<file path="src/rtl/mmio_acquire_arbiter_pkg.sv">
// Shared types, TileLink field widths and beat-completion helpers for the
// two-client MMIO acquire arbiter.
package mmio_acquire_arbiter_pkg;

    localparam int ADDR_BLOCK_W = 26;
    localparam int BEAT_W       = 3;
    localparam int UNION_W      = 12;
    localparam int DATA_W       = 64;

    localparam logic [2:0] A_TYPE_PUT_BLOCK      = 3'd3;
    localparam logic [3:0] G_TYPE_GET_DATA_BLOCK = 4'd5;

    typedef enum logic {
        IDLE  = 1'b0,
        BURST = 1'b1
    } arb_state_e;

    function automatic logic acq_multibeat(input logic isBuiltin, input logic [2:0] aType);
        return isBuiltin && (aType == A_TYPE_PUT_BLOCK);
    endfunction

    function automatic logic acq_done(input logic isBuiltin, input logic [2:0] aType,
                                      input logic [BEAT_W-1:0] beat,
                                      input logic [BEAT_W-1:0] lastBeat);
        return !acq_multibeat(isBuiltin, aType) || (beat == lastBeat);
    endfunction

    function automatic logic gnt_multibeat(input logic isBuiltin, input logic [3:0] gType);
        return isBuiltin && (gType == G_TYPE_GET_DATA_BLOCK);
    endfunction

    function automatic logic gnt_done(input logic isBuiltin, input logic [3:0] gType,
                                      input logic [BEAT_W-1:0] beat,
                                      input logic [BEAT_W-1:0] lastBeat);
        return !gnt_multibeat(isBuiltin, gType) || (beat == lastBeat);
    endfunction

endpackage

</file>
<file path="src/rtl/rr_lock_arbiter.sv">
// Round-robin pointer plus burst lock: picks which client drives the inner
// acquire channel and keeps a Put-block owner selected until its last beat.
module rr_lock_arbiter
    import mmio_acquire_arbiter_pkg::*;
#(
    parameter int BEATS = 8
) (
    input  logic       clk,
    input  logic       reset,
    input  logic [1:0] acqValid_i,
    input  logic [1:0] belowCap_i,
    input  logic       outReady_i,
    input  logic       selMultibeat_i,
    input  logic       selFirstBeat_i,
    input  logic       selDone_i,
    output logic       sel_o,
    output logic       outValid_o,
    output logic [1:0] inReady_o,
    output logic       fire_o
);

    arb_state_e state_q, state_d;
    logic       owner_q, owner_d;
    logic       rrPtr_q, rrPtr_d;

    logic [1:0] burstMask;
    logic [1:0] eligible;
    logic       sel;

    always_ff @(posedge clk) begin
        if (reset) begin
            state_q <= IDLE;
            owner_q <= 1'b0;
            rrPtr_q <= 1'b0;
        end else begin
            state_q <= state_d;
            owner_q <= owner_d;
            rrPtr_q <= rrPtr_d;
        end
    end

    always_comb begin
        state_d    = state_q;
        owner_d    = owner_q;
        rrPtr_d    = rrPtr_q;
        sel        = rrPtr_q;
        inReady_o  = 2'b00;

        // The burst owner may exceed its outstanding cap to finish its block.
        burstMask  = (state_q == BURST) ? (owner_q ? 2'b10 : 2'b01) : 2'b00;
        eligible   = acqValid_i & (belowCap_i | burstMask);

        if (state_q == BURST) begin
            sel = owner_q;
        end else if (eligible[rrPtr_q]) begin
            sel = rrPtr_q;
        end else if (eligible[~rrPtr_q]) begin
            sel = ~rrPtr_q;
        end

        outValid_o     = eligible[sel];
        inReady_o[sel] = outReady_i && eligible[sel];
        fire_o         = outValid_o && outReady_i;

        case (state_q)
            IDLE: begin
                if (fire_o) begin
                    if (selMultibeat_i && selFirstBeat_i && (BEATS > 1)) begin
                        state_d = BURST;
                        owner_d = sel;
                    end else if (selDone_i) begin
                        rrPtr_d = ~sel;
                    end
                end
            end
            BURST: begin
                if (fire_o && selDone_i) begin
                    state_d = IDLE;
                    rrPtr_d = ~owner_q;
                end
            end
            default: state_d = IDLE;
        endcase
    end

    assign sel_o = sel;

endmodule

</file>
<file path="src/rtl/mmio_acquire_arbiter.sv">
// Two-client uncached TileLink arbiter: merges acquires onto one inner port,
// caps outstanding transactions per client and steers grants back by client_id.
module mmio_acquire_arbiter
    import mmio_acquire_arbiter_pkg::*;
#(
    parameter int BEATS           = 8,
    parameter int MAX_OUTSTANDING = 2
) (
    input  logic                    clk,
    input  logic                    reset,

    input  logic                    io_in_0_acquire_valid,
    output logic                    io_in_0_acquire_ready,
    input  logic [ADDR_BLOCK_W-1:0] io_in_0_acquire_bits_addr_block,
    input  logic                    io_in_0_acquire_bits_client_xact_id,
    input  logic [BEAT_W-1:0]       io_in_0_acquire_bits_addr_beat,
    input  logic                    io_in_0_acquire_bits_is_builtin_type,
    input  logic [2:0]              io_in_0_acquire_bits_a_type,
    input  logic [UNION_W-1:0]      io_in_0_acquire_bits_union,
    input  logic [DATA_W-1:0]       io_in_0_acquire_bits_data,

    input  logic                    io_in_1_acquire_valid,
    output logic                    io_in_1_acquire_ready,
    input  logic [ADDR_BLOCK_W-1:0] io_in_1_acquire_bits_addr_block,
    input  logic                    io_in_1_acquire_bits_client_xact_id,
    input  logic [BEAT_W-1:0]       io_in_1_acquire_bits_addr_beat,
    input  logic                    io_in_1_acquire_bits_is_builtin_type,
    input  logic [2:0]              io_in_1_acquire_bits_a_type,
    input  logic [UNION_W-1:0]      io_in_1_acquire_bits_union,
    input  logic [DATA_W-1:0]       io_in_1_acquire_bits_data,

    output logic                    io_out_acquire_valid,
    input  logic                    io_out_acquire_ready,
    output logic [ADDR_BLOCK_W-1:0] io_out_acquire_bits_addr_block,
    output logic                    io_out_acquire_bits_client_xact_id,
    output logic [BEAT_W-1:0]       io_out_acquire_bits_addr_beat,
    output logic                    io_out_acquire_bits_is_builtin_type,
    output logic [2:0]              io_out_acquire_bits_a_type,
    output logic [UNION_W-1:0]      io_out_acquire_bits_union,
    output logic [DATA_W-1:0]       io_out_acquire_bits_data,
    output logic                    io_out_acquire_bits_client_id,

    input  logic                    io_out_grant_valid,
    output logic                    io_out_grant_ready,
    input  logic [BEAT_W-1:0]       io_out_grant_bits_addr_beat,
    input  logic                    io_out_grant_bits_client_xact_id,
    input  logic [1:0]              io_out_grant_bits_manager_xact_id,
    input  logic                    io_out_grant_bits_is_builtin_type,
    input  logic [3:0]              io_out_grant_bits_g_type,
    input  logic [DATA_W-1:0]       io_out_grant_bits_data,
    input  logic                    io_out_grant_bits_client_id,

    output logic                    io_in_0_grant_valid,
    input  logic                    io_in_0_grant_ready,
    output logic [BEAT_W-1:0]       io_in_0_grant_bits_addr_beat,
    output logic                    io_in_0_grant_bits_client_xact_id,
    output logic [1:0]              io_in_0_grant_bits_manager_xact_id,
    output logic                    io_in_0_grant_bits_is_builtin_type,
    output logic [3:0]              io_in_0_grant_bits_g_type,
    output logic [DATA_W-1:0]       io_in_0_grant_bits_data,

    output logic                    io_in_1_grant_valid,
    input  logic                    io_in_1_grant_ready,
    output logic [BEAT_W-1:0]       io_in_1_grant_bits_addr_beat,
    output logic                    io_in_1_grant_bits_client_xact_id,
    output logic [1:0]              io_in_1_grant_bits_manager_xact_id,
    output logic                    io_in_1_grant_bits_is_builtin_type,
    output logic [3:0]              io_in_1_grant_bits_g_type,
    output logic [DATA_W-1:0]       io_in_1_grant_bits_data,

    input  logic                    io_in_0_finish_valid,
    output logic                    io_in_0_finish_ready,
    input  logic [1:0]              io_in_0_finish_bits_manager_xact_id,
    input  logic                    io_in_1_finish_valid,
    output logic                    io_in_1_finish_ready,
    input  logic [1:0]              io_in_1_finish_bits_manager_xact_id,

    output logic                    io_out_finish_valid,
    input  logic                    io_out_finish_ready,
    output logic [1:0]              io_out_finish_bits_manager_xact_id
);

    localparam logic [BEAT_W-1:0] LAST_BEAT = BEAT_W'(BEATS - 1);
    localparam logic [1:0]        CAP       = 2'(MAX_OUTSTANDING);

    logic       sel;
    logic       acqFire;
    logic [1:0] inReady;
    logic       selDone;
    logic       gntFire;
    logic       gntDone;
    logic [1:0] acqInc;
    logic [1:0] gntDec;
    logic [1:0] cnt0_q, cnt0_d;
    logic [1:0] cnt1_q, cnt1_d;

    function automatic logic [1:0] nextCount(input logic [1:0] cur, input logic inc,
                                             input logic dec);
        logic [1:0] res;
        res = cur;
        if (inc && !dec && cur != 2'd3) res = cur + 2'd1;
        if (dec && !inc && cur != 2'd0) res = cur - 2'd1;
        return res;
    endfunction

    assign io_out_acquire_bits_addr_block      = sel ? io_in_1_acquire_bits_addr_block      : io_in_0_acquire_bits_addr_block;
    assign io_out_acquire_bits_client_xact_id  = sel ? io_in_1_acquire_bits_client_xact_id  : io_in_0_acquire_bits_client_xact_id;
    assign io_out_acquire_bits_addr_beat       = sel ? io_in_1_acquire_bits_addr_beat       : io_in_0_acquire_bits_addr_beat;
    assign io_out_acquire_bits_is_builtin_type = sel ? io_in_1_acquire_bits_is_builtin_type : io_in_0_acquire_bits_is_builtin_type;
    assign io_out_acquire_bits_a_type          = sel ? io_in_1_acquire_bits_a_type          : io_in_0_acquire_bits_a_type;
    assign io_out_acquire_bits_union           = sel ? io_in_1_acquire_bits_union           : io_in_0_acquire_bits_union;
    assign io_out_acquire_bits_data            = sel ? io_in_1_acquire_bits_data            : io_in_0_acquire_bits_data;
    assign io_out_acquire_bits_client_id       = sel;

    assign selDone = acq_done(io_out_acquire_bits_is_builtin_type, io_out_acquire_bits_a_type,
                              io_out_acquire_bits_addr_beat, LAST_BEAT);

    rr_lock_arbiter #(.BEATS(BEATS)) u_arb (
        .clk            (clk),
        .reset          (reset),
        .acqValid_i     ({io_in_1_acquire_valid, io_in_0_acquire_valid}),
        .belowCap_i     ({cnt1_q < CAP, cnt0_q < CAP}),
        .outReady_i     (io_out_acquire_ready),
        .selMultibeat_i (acq_multibeat(io_out_acquire_bits_is_builtin_type, io_out_acquire_bits_a_type)),
        .selFirstBeat_i (io_out_acquire_bits_addr_beat == '0),
        .selDone_i      (selDone),
        .sel_o          (sel),
        .outValid_o     (io_out_acquire_valid),
        .inReady_o      (inReady),
        .fire_o         (acqFire)
    );

    assign io_in_0_acquire_ready = inReady[0];
    assign io_in_1_acquire_ready = inReady[1];

    assign io_in_0_grant_valid = io_out_grant_valid && !io_out_grant_bits_client_id;
    assign io_in_1_grant_valid = io_out_grant_valid &&  io_out_grant_bits_client_id;
    assign io_out_grant_ready  = io_out_grant_bits_client_id ? io_in_1_grant_ready : io_in_0_grant_ready;

    assign io_in_0_grant_bits_addr_beat       = io_out_grant_bits_addr_beat;
    assign io_in_0_grant_bits_client_xact_id  = io_out_grant_bits_client_xact_id;
    assign io_in_0_grant_bits_manager_xact_id = io_out_grant_bits_manager_xact_id;
    assign io_in_0_grant_bits_is_builtin_type = io_out_grant_bits_is_builtin_type;
    assign io_in_0_grant_bits_g_type          = io_out_grant_bits_g_type;
    assign io_in_0_grant_bits_data            = io_out_grant_bits_data;
    assign io_in_1_grant_bits_addr_beat       = io_out_grant_bits_addr_beat;
    assign io_in_1_grant_bits_client_xact_id  = io_out_grant_bits_client_xact_id;
    assign io_in_1_grant_bits_manager_xact_id = io_out_grant_bits_manager_xact_id;
    assign io_in_1_grant_bits_is_builtin_type = io_out_grant_bits_is_builtin_type;
    assign io_in_1_grant_bits_g_type          = io_out_grant_bits_g_type;
    assign io_in_1_grant_bits_data            = io_out_grant_bits_data;

    // A multibeat grant only releases its outstanding slot on the final beat.
    always_comb begin
        gntFire = io_out_grant_valid && io_out_grant_ready;
        gntDone = gnt_done(io_out_grant_bits_is_builtin_type, io_out_grant_bits_g_type,
                           io_out_grant_bits_addr_beat, LAST_BEAT);
        acqInc  = {acqFire && selDone && sel, acqFire && selDone && !sel};
        gntDec  = {gntFire && gntDone && io_out_grant_bits_client_id,
                   gntFire && gntDone && !io_out_grant_bits_client_id};
        cnt0_d  = nextCount(cnt0_q, acqInc[0], gntDec[0]);
        cnt1_d  = nextCount(cnt1_q, acqInc[1], gntDec[1]);
    end

    always_ff @(posedge clk) begin
        if (reset) begin
            cnt0_q <= 2'd0;
            cnt1_q <= 2'd0;
        end else begin
            cnt0_q <= cnt0_d;
            cnt1_q <= cnt1_d;
        end
    end

    // A grant with nothing outstanding means the manager lost track of a client.
    always_ff @(posedge clk) begin
        if (!reset) begin
            assert (!(gntDec[0] && !acqInc[0] && cnt0_q == 2'd0));
            assert (!(gntDec[1] && !acqInc[1] && cnt1_q == 2'd0));
        end
    end

    assign io_out_finish_valid                = io_in_0_finish_valid || io_in_1_finish_valid;
    assign io_out_finish_bits_manager_xact_id = io_in_0_finish_valid ? io_in_0_finish_bits_manager_xact_id
                                                                     : io_in_1_finish_bits_manager_xact_id;
    assign io_in_0_finish_ready               = io_out_finish_ready;
    assign io_in_1_finish_ready               = io_out_finish_ready && !io_in_0_finish_valid;

endmodule

</file>
<file path="config.mk">
export PLATFORM = sky130hd
export DESIGN_NAME = mmio_acquire_arbiter
export DESIGN_NICKNAME = d
export VERILOG_FILES = /design/src/rtl/mmio_acquire_arbiter_pkg.sv /design/src/rtl/rr_lock_arbiter.sv /design/src/rtl/mmio_acquire_arbiter.sv
export SDC_FILE = /design/constraint.sdc
export NUM_CORES = 1
export LEC_CHECK = 0
export CORE_AREA = 2 2 224 226
export CTS_CLUSTER_DIAMETER = 100
export CTS_CLUSTER_SIZE = 10
export DETAILED_ROUTE_END_ITERATION = 8
export DIE_AREA = 0 0 226 228
export GPL_TIMING_DRIVEN = 1
export MAX_ROUTING_LAYER = met4
export PLACE_DENSITY = 0.34
export REMOVE_ABC_BUFFERS = 1
export SYNTH_ARGS = -nofsm -noshare
export SYNTH_HDL_FRONTEND = slang
export SYNTH_SLANG_ARGS = --single-unit
</file>
<file path="constraint.sdc">
create_clock -name clk -period 5.2 [get_ports clk]
set_clock_uncertainty 0.15 [all_clocks]
set_input_delay 1.04 -clock clk [delete_from_list [all_inputs] [get_ports clk]]
set_output_delay 1.04 -clock clk [all_outputs]
set_load 0.02 [all_outputs]
</file>
==> qor.yml, run 1 <==
floorplanning:
  die_h_microns: 228
  die_area_sq_um: 51500
  rows: 82
  initial_core_util_pct: 6.25
  core_sq_um: 49300
  fp.dieW_microns: 226
  top_level_ports: 583
worst_setup_path:
  worstPathArrival_ps: 3490
  path_buf_inv: 4
  cp_slowest_stage_delay_ps: 610
  worstSetupPathDepth: 9
  critPathCaptureType: "primary output"
  required_ps: 4010
  critPathLaunchType: "input pin"
  worstPathMaxFanout: 31
  crit_chain: "clkdlybuf4s50_1 -> nor2b_1 -> maj3_2 -> o21ai_4 -> buf_12 -> buf_4 -> nand2_1 -> nand2_1 -> clkdlybuf4s50_1"
  cp_top_family: "buffers and inverters"
  crit_type: "in -> out"
  rr_worst_depth: 8
  cpMaxStageDelayCell: "clkdlybuf4s50_1"
logic_synthesis:
  seq_area_frac_synth_pct: 4.54
  async_flop_share_pct: 0
  ys_warn_count: 0
  synth_cells: 581
  avgSynthCellArea_sq_um: 5.31
  synth-edff-count: 0
  yosysUniqueCellTypes: 39
  ys.flop_type: "dfxtp_1"
  synthesis.area_sq_um: 3090
  synth_seq_cells: 7
pwr:
  power_density_nw_per_um2: 161
  vdd_drop_max_v: 0.000109
  clkPwrFrac_pct: 12.2
  comb_power_share_pct: 82.3
  p_sw_share_pct: 43.8
  leakage_nw: 2.75
  p_sw_mw: 0.471
  pwr-share-seq_pct: 5.5
  internal_power_mw: 0.605
detailed_routing:
  dr.pass1.iters: 4
  drt_iter0_drc: 212
  avgRoutedWirePerCell_microns: 24.8
  routed_via_density: 3.13
  via_count: 4597
  wl_microns: 36400
  ant_nets: 0
  drc: 0
clock_network:
  cts_num_sinks: 7
  cts_resized: 0
  h-tree-depth: 1
  postCtsHoldBufs: 0
  clk_latency_ps: 230
  cts_tree: "built"
  cts_root_buf: "clkbuf_16"
  postCtsSetupRepairBufs: 0
  clk_path_buf_depth: 2
  cts_buffers: 3
  clk_pin_slew_worst_paths_ps: 40
sta:
  hold_slack_ps: 343
  setup_viol: 0
  min_period_over_period_pct: 89.9
  fin_tns_setup_ps: 0
  min_period_ps: 4680
  max-slew-margin-rel_pct: 56.5
  finalMaxSlewViolations: 0
  clock.fmax_ghz: 0.214
  worstMarginPinSlew_ps: 649
  rsz0062_at_grt: "false"
  finalHoldViolCount: 0
place:
  gp_congestion: 0.837
  numPortBuffers: 381
  place_inst: 1464
  place_area_sq_um: 6610
  post-dp-hpwl_microns: 32000
finish:
  area_growth_syn_to_layout_pct: 117
  design_area_sq_um: 6690
  final_nets: 1108
  seq_area_sq_um: 140
  layout_common_cells: "clkdlybuf4s50_1 (380), nand2_1 (333), dfxtp_1 (7)"
  nFillCells: 5719
  stdcell_count: 1468
  drive_above_1_share_pct: 2.51
  multi_input_area_sq_um: 1700
  final_common_cell: "clkdlybuf4s50_1"
  antenna_cells: 0
global_route:
  grt_pass1_wl_microns: 45500
  track_usage_pct: 13.8
  grt_max_degree: 58
  overflow: 0
  grt_pass1_vias: 4732
  grt_antenna_before_repair: 0
worst_hold_path:
  hold_path_class: "reg -> reg"
  hold_depth: 2
flow_run:
  max_cap_viol_count: 0
outcome:
  status: "complete, no violations"
## kinds of logic (layout without fill, tap and decap cells)
family / count (synthesis) / after routing / synth area share [%]
buffers and inverters: 178 / 393 / 40.4
adder cells (fa/ha/maj): 1 / 1 / 0.365
AO/OA/AOI/OAI: 24 / 24 / 5.64
flip-flops: 7 / 7 / 4.54
AND/OR/NAND/NOR: 366 / 366 / 47.3
multiplexers: 5 / 5 / 1.78
## flip-flops by register name, summed over array words and instances, names as in the netlist
| name | cells |
|---|---|
| u_arb.owner_q | 1 |
| u_arb.state_q | 1 |
| cnt0_q | 2 |
| u_arb.rrPtr_q | 1 |
| cnt1_q | 2 |
## power by group through the flow
stage | registers [mW] | logic [mW] | clock network, mW
final | 0.0593 | 0.886 | 0.131
after global placement | 0.0600 | 0.904 | 0
after detailed placement | 0.0602 | 0.900 | 0
after CTS | 0.0594 | 0.905 | 0.133
after global routing | 0.0599 | 0.954 | 0.137
after floorplan | 0.0593 | 0.330 | 0
## metal layers
| layer | track usage (%) | wire [microns] | vias up |
|---|---|---|---|
| li1 | - | - | 2076 |
| met1 | 13.6 | 13200 | 2004 |
| met2 | 20.2 | 15100 | 513 |
| met3 | 13.8 | 8130 | 4 |
| met4 | 0.414 | 60 | 0 |
| met5 | - | 0 | - |
## worst paths after layout
| check | endpoint | slack (ps) | start |
|---|---|---|---|
| worst max-delay path | io_out_acquire_bits_addr_block[8] | 520 | io_in_1_acquire_valid |
| worst min-delay path | cnt0_q[0]$_SDFFE_PP0P_ | 340 | cnt0_q[0]$_SDFFE_PP0P_ |
| worst max register to register | cnt0_q[0]$_SDFFE_PP0P_ | 2790 | cnt0_q[1]$_SDFFE_PP0P_ |
| worst min register to register | cnt0_q[0]$_SDFFE_PP0P_ | 340 | cnt0_q[0]$_SDFFE_PP0P_ |
## final cells by class
type                            count  area share [%]
Sequential cell                     7            2.09
Inverter                            1          0.0935
Multi-Input combinational cell    396            25.4
Clock buffer                        4            1.18
Tap cell                          672            12.6
Timing Repair Buffer              388            58.7
## through the flow
step                      total power [mW]  setup slack, ps  util, %
after floorplan                      0.389             -422        -
after global placement               0.964              478     13.4
after detailed placement             0.960              472     13.4
after CTS                             1.10              467     13.6
after global routing                  1.15              359     13.6
final                                 1.08              525     13.6
## cell usage after synthesis, drive strengths merged (3+ instances only)
| cell | n | area share [%] |
|---|---|---|
| a21oi | 5 | 0.81 |
| buf | 162 | 38 |
| clkbuf | 15 | 1.8 |
| dfxtp | 7 | 4.5 |
| mux2 | 4 | 1.5 |
| nand2 | 333 | 41 |
| nand2b | 4 | 0.81 |
| nand3 | 3 | 0.49 |
| nand4b | 3 | 0.85 |
| nor2 | 5 | 0.61 |
| nor2b | 3 | 0.61 |
| nor4 | 3 | 0.61 |
| o21ai | 5 | 1.2 |
## worst min-delay path, delay by kind of cell (launching register included)
family          cells  cell delay [ps]
compound gates      1               60
flops               1              310
simple gates        1               70
Power figures use the tool's default switching activity.
==> inputs of run 2 (changes only) <==
TNS_END_PERCENT = 1   (was not set)
==> results of run 2 <==
No change in the layout: final DEF, timing and power equal those of run 1.
==> inputs of run 3 (changes only) <==
ABC_CLOCK_PERIOD_IN_PS = 5200   (was not set)
CAP_MARGIN = 20   (was not set)
==> results of run 3 <==
No change in the layout: final DEF, timing and power equal those of run 1.
